### src/rtl/reg_file_mp.sv
// rtl/reg_file_mp.sv - multi-port register file with write bypass and pending-write scoreboard
module reg_file_mp #(
  parameter int DATA_W   = 32,
  parameter int ADDR_W   = 5,
  parameter int NUM_RD   = 2,
  parameter int ZERO_REG = 1
) (
  input  logic                     clk,
  input  logic                     rst,
  input  logic                     we0,
  input  logic [ADDR_W-1:0]        waddr0,
  input  logic [DATA_W-1:0]        wdata0,
  input  logic                     we1,
  input  logic [ADDR_W-1:0]        waddr1,
  input  logic [DATA_W-1:0]        wdata1,
  input  logic                     sb_set,
  input  logic [ADDR_W-1:0]        sb_addr,
  input  logic [NUM_RD*ADDR_W-1:0] raddr,
  output logic [NUM_RD*DATA_W-1:0] rdata,
  output logic [NUM_RD-1:0]        rbusy
);

  localparam int DEPTH = 2**ADDR_W;

  logic [DATA_W-1:0] regs_q [DEPTH];
  logic [DATA_W-1:0] regs_d [DEPTH];
  logic [DEPTH-1:0]  pend_q;
  logic [DEPTH-1:0]  pend_d;

  always_comb begin
    regs_d = regs_q;
    pend_d = pend_q;
    if (rst) begin
      for (int i = 0; i < DEPTH; i++) regs_d[i] = '0;
      pend_d = '0;
    end else begin
      // port 1 is applied last so it wins a same-address collision
      if (we0) regs_d[waddr0] = wdata0;
      if (we1) regs_d[waddr1] = wdata1;
      // clear before set: a newly issued producer outranks the retiring write
      if (we1)    pend_d[waddr1]  = 1'b0;
      if (sb_set) pend_d[sb_addr] = 1'b1;
      if (ZERO_REG != 0) begin
        regs_d[0] = '0;
        pend_d[0] = 1'b0;
      end
    end
  end

  always_ff @(posedge clk) begin
    regs_q <= regs_d;
    pend_q <= pend_d;
  end

  for (genvar k = 0; k < NUM_RD; k++) begin : g_rd
    logic [ADDR_W-1:0] ra;
    logic [DATA_W-1:0] rd;
    logic              bz;
    logic              hit1;
    logic              hit0;

    assign ra   = raddr[k*ADDR_W +: ADDR_W];
    assign hit1 = we1 && (waddr1 == ra);
    assign hit0 = we0 && (waddr0 == ra);

    always_comb begin
      rd = regs_q[ra];
      if (hit1)      rd = wdata1;
      else if (hit0) rd = wdata0;
      bz = pend_q[ra] && !hit1;
      if ((ZERO_REG != 0) && (ra == '0)) begin
        rd = '0;
        bz = 1'b0;
      end
    end

    assign rdata[k*DATA_W +: DATA_W] = rd;
    assign rbusy[k]                  = bz;
  end

endmodule

### config.mk
export PLATFORM = sky130hd
export DESIGN_NAME = reg_file_mp
export DESIGN_NICKNAME = d
export VERILOG_FILES = /design/src/rtl/reg_file_mp.sv
export SDC_FILE = /design/constraint.sdc
export NUM_CORES = 2
export LEC_CHECK = 0
export CORE_MARGIN = 3
export CORE_UTILIZATION = 53
export CTS_BUF_LIST = sky130_fd_sc_hd__clkbuf_4
export CTS_CLUSTER_DIAMETER = 30
export CTS_CLUSTER_SIZE = 16
export DETAILED_ROUTE_END_ITERATION = 6
export HOLD_SLACK_MARGIN = 0.03
export PLACE_DENSITY = 0.66
export SETUP_SLACK_MARGIN = 0.05
export SLEW_MARGIN = 40
export SYNTH_ARGS = -nofsm -noshare
export SYNTH_HDL_FRONTEND = slang
export SYNTH_SLANG_ARGS = --single-unit
### constraint.sdc
create_clock -name clk -period 4.9 [get_ports clk]
set_input_delay 0.49 -clock clk [delete_from_list [all_inputs] [get_ports clk]]
set_output_delay 0.49 -clock clk [all_outputs]
set_load 0.1 [all_outputs]
==> run summary <==
status -> finished, violations left
failing checks -> design-rule violations
unrepaired setup endpoints after global routing -> no
Die Span Y -> 350 um
antenna viol nets, final -> 0
max_cap viols -> 0
grt peak-use layer -> met2
startpoint types -> input pin
synth unique cells -> 59
area post-placement -> 66100 um^2
Vias -> 60.6k
Yosys top cell by area -> dfxtp_1
Layout area overhead -> 12.2%
Final period util -> 89.5%
met3 Use GR -> 18.9%
Die X -> 350 um
Post-Syn Instances -> 6597
FFs w/ async S/R, synth -> 0%
Min-Delay Path Depth -> 4
most frequent cells after synthesis -> nor2_1, dfxtp_1, mux2i_1
Tmin final -> 4.38 ns
post-route cell area -> 70400 um^2
Initial DRT Pass Iterations -> 7
FF-to-FF setup slack -> 4.00 ns
Max-Slew Margin vs Limit -> 34.9%
final-stage net count -> 6394
initial antenna violation count -> 21
final max-slew violation count -> 0
I/O Pins -> 160
clock latency on the worst-skew pair -> 1.24 ns
routed len/inst -> 34.7 um
leakage -> 24.3 nW
total track usage -> 44.5%
clk slew on worst S/H paths -> 0.10 ns
number of global-route vias before repair -> 56.6k
Post-CTS Setup Bufs -> 0
sequential-to-total area share from yosys stat -> 32.7%
Sink Count -> 1023
Die ar. -> 122000 um^2
gpl congestion -> 0.963
Crit path required time -> 4.41 ns
Remaining Overflow, GRT -> 0
CTS Buffer Depth -> 3
Starting DRT DRC Count -> 11.3k
Power Dens Cells -> 303 nW/um^2
Inserted Clock Buffers -> 238
worst path arrival time -> 3.89 ns
met1 Track Usage GR -> 57.1%
detailed-placement wirelength estimate -> 160 mm
row count -> 125
synthesized cell area -> 62700 um^2
Synth area leaders -> dfxtp_1, mux4_2, mux2i_1
Initial Util -> 53.7%
most common cell in the netlist -> nor2_1
Post-synth EDFFs -> 0
M2 GR Usage -> 60.6%
layout cells sized above 1 -> 21.8%
CTS Root Buffer Type -> clkbuf_4
fmax -> 0.228 GHz
CTS tree -> built
area of the core -> 117000 um^2
Tightest Pin Transition -> 0.974 ns
CP endpoint kind -> output pin
clock skew -> 0 ns
Reg2Reg Depth -> 2
Crit Path Category -> in2out
setup TNS -> 0 ns
yosys warns -> 0
via/cell ratio -> 7.53
final hold vios -> 0
number of buffers added on ports -> 159
min-delay worst type -> in2reg
Syn Nets -> 6691
Synth top area share -> 32.7%
drt total wl -> 279 mm
Setup-failing EPs final -> 0
global-route wire length before repair -> 399 mm
Yosys reg bits -> 1023
average size of a mapped cell -> 9.51 um^2
Max VDD drop -> 0.000265 V
crit path max fanout -> 11
Residual DRC -> 6
Post-synth top flop -> dfxtp_1
H-tree levels -> 4
pin count of the biggest net entering global routing -> 124
final timing paths:
path               startpoint          end
setup reg to reg  regs_q[938]  regs_q[938]
hold / removal      wdata0[7]  regs_q[967]
hold reg to reg   regs_q[848]  regs_q[848]
setup / recovery    waddr0[1]    rdata[55]
critical path, cell delays in order:
cell and delay [ns]:
clkdlybuf4s50_1 0.67, xor2_1 0.27, nor3_1 0.39, a41o_1 0.61, buf_4 0.42, o221ai_1 0.18, o21ai_0 0.59, buf_12 0.26
sequential cells by signal, indices dropped and copies added (netlist names):
signal and cells:
pend_q 31, regs_q 992
repair_timing:
item | 4_1_cts | 5_1_grt
resized for setup | 0 | 0
hold buffers | 5 | 0
hold endpoints to repair | 219 | 0
metal layers:
| metal | up-vias | wire (um) |
|---|---|---|
| met4 | 14 | 22200 |
| met5 | - | 234 |
| met3 | 1359 | 46200 |
| met2 | 5465 | 112000 |
| met1 | 29219 | 99100 |
| li1 | 24554 | - |
final cells by class:
class | instances | area [um^2]
repair buffers | 430 | 4910
clock inverters | 175 | 2110
multi-input cells | 4601 | 38900
flip-flops and latches | 1023 | 20500
well taps | 1524 | 1910
inverters | 6 | 22.5
diodes | 22 | 55.1
clock buffers | 270 | 2030
fillers | 9693 | 46500
cell families (layout without fill, tap and decap cells):
kind of cell           Yosys count  in the layout  share of synthesized area (%)
AO/OA/AOI/OAI                 1393           1393                           17.3
XOR/XNOR                        20             20                          0.291
buffers and inverters          973            881                           6.52
flip-flops                    1023           1023                           32.7
multiplexers                  1298           1298                           30.8
other                            0             22                              0
AND/OR/NAND/NOR               1890           1890                           12.4
power by group:
part	leakage [nW]	switching [W]	internal, W	total [W]
clock	2.20	0.00425	0.00522	0.00946
sequential	8.27	0.000125	0.00847	0.00860
combinational	13.9	0.00219	0.00105	0.00324
total	24.3	0.00656	0.0147	0.0213
layout by cell type, fill, tap and decap left out, types with 46 or more instances in the layout:
master,synthesis,layout
nor2_1,1115,1093
dfxtp_1,1023,1023
mux2i_1,736,736
a211oi_1,730,730
mux4_2,498,498
nand2_1,355,309
nand3_1,275,275
clkbuf_4,0,270
a311oi_1,265,265
buf_4,60,216
buf_12,0,112
a22oi_1,90,90
clkdlybuf4s50_1,0,80
a221oi_1,66,66
mux2_2,64,64
o21ai_0,55,53
bufinv_16,0,46
stage by stage:
stage	setup slack [ns]	utilization, %	instances	power (W)	hold slack (ns)
after floorplan	0.255	-	6597	0.0107	0.465
after global placement	0.700	56.4	7574	0.0118	0.476
after detailed placement	0.727	56.6	7578	0.0119	0.481
after CTS	0.694	60.1	8028	0.0211	0.0623
after global routing	0.507	60.2	8038	0.0218	0.108
final	0.516	60.2	8051	0.0213	0.117
(Power assumes the default switching activity.)
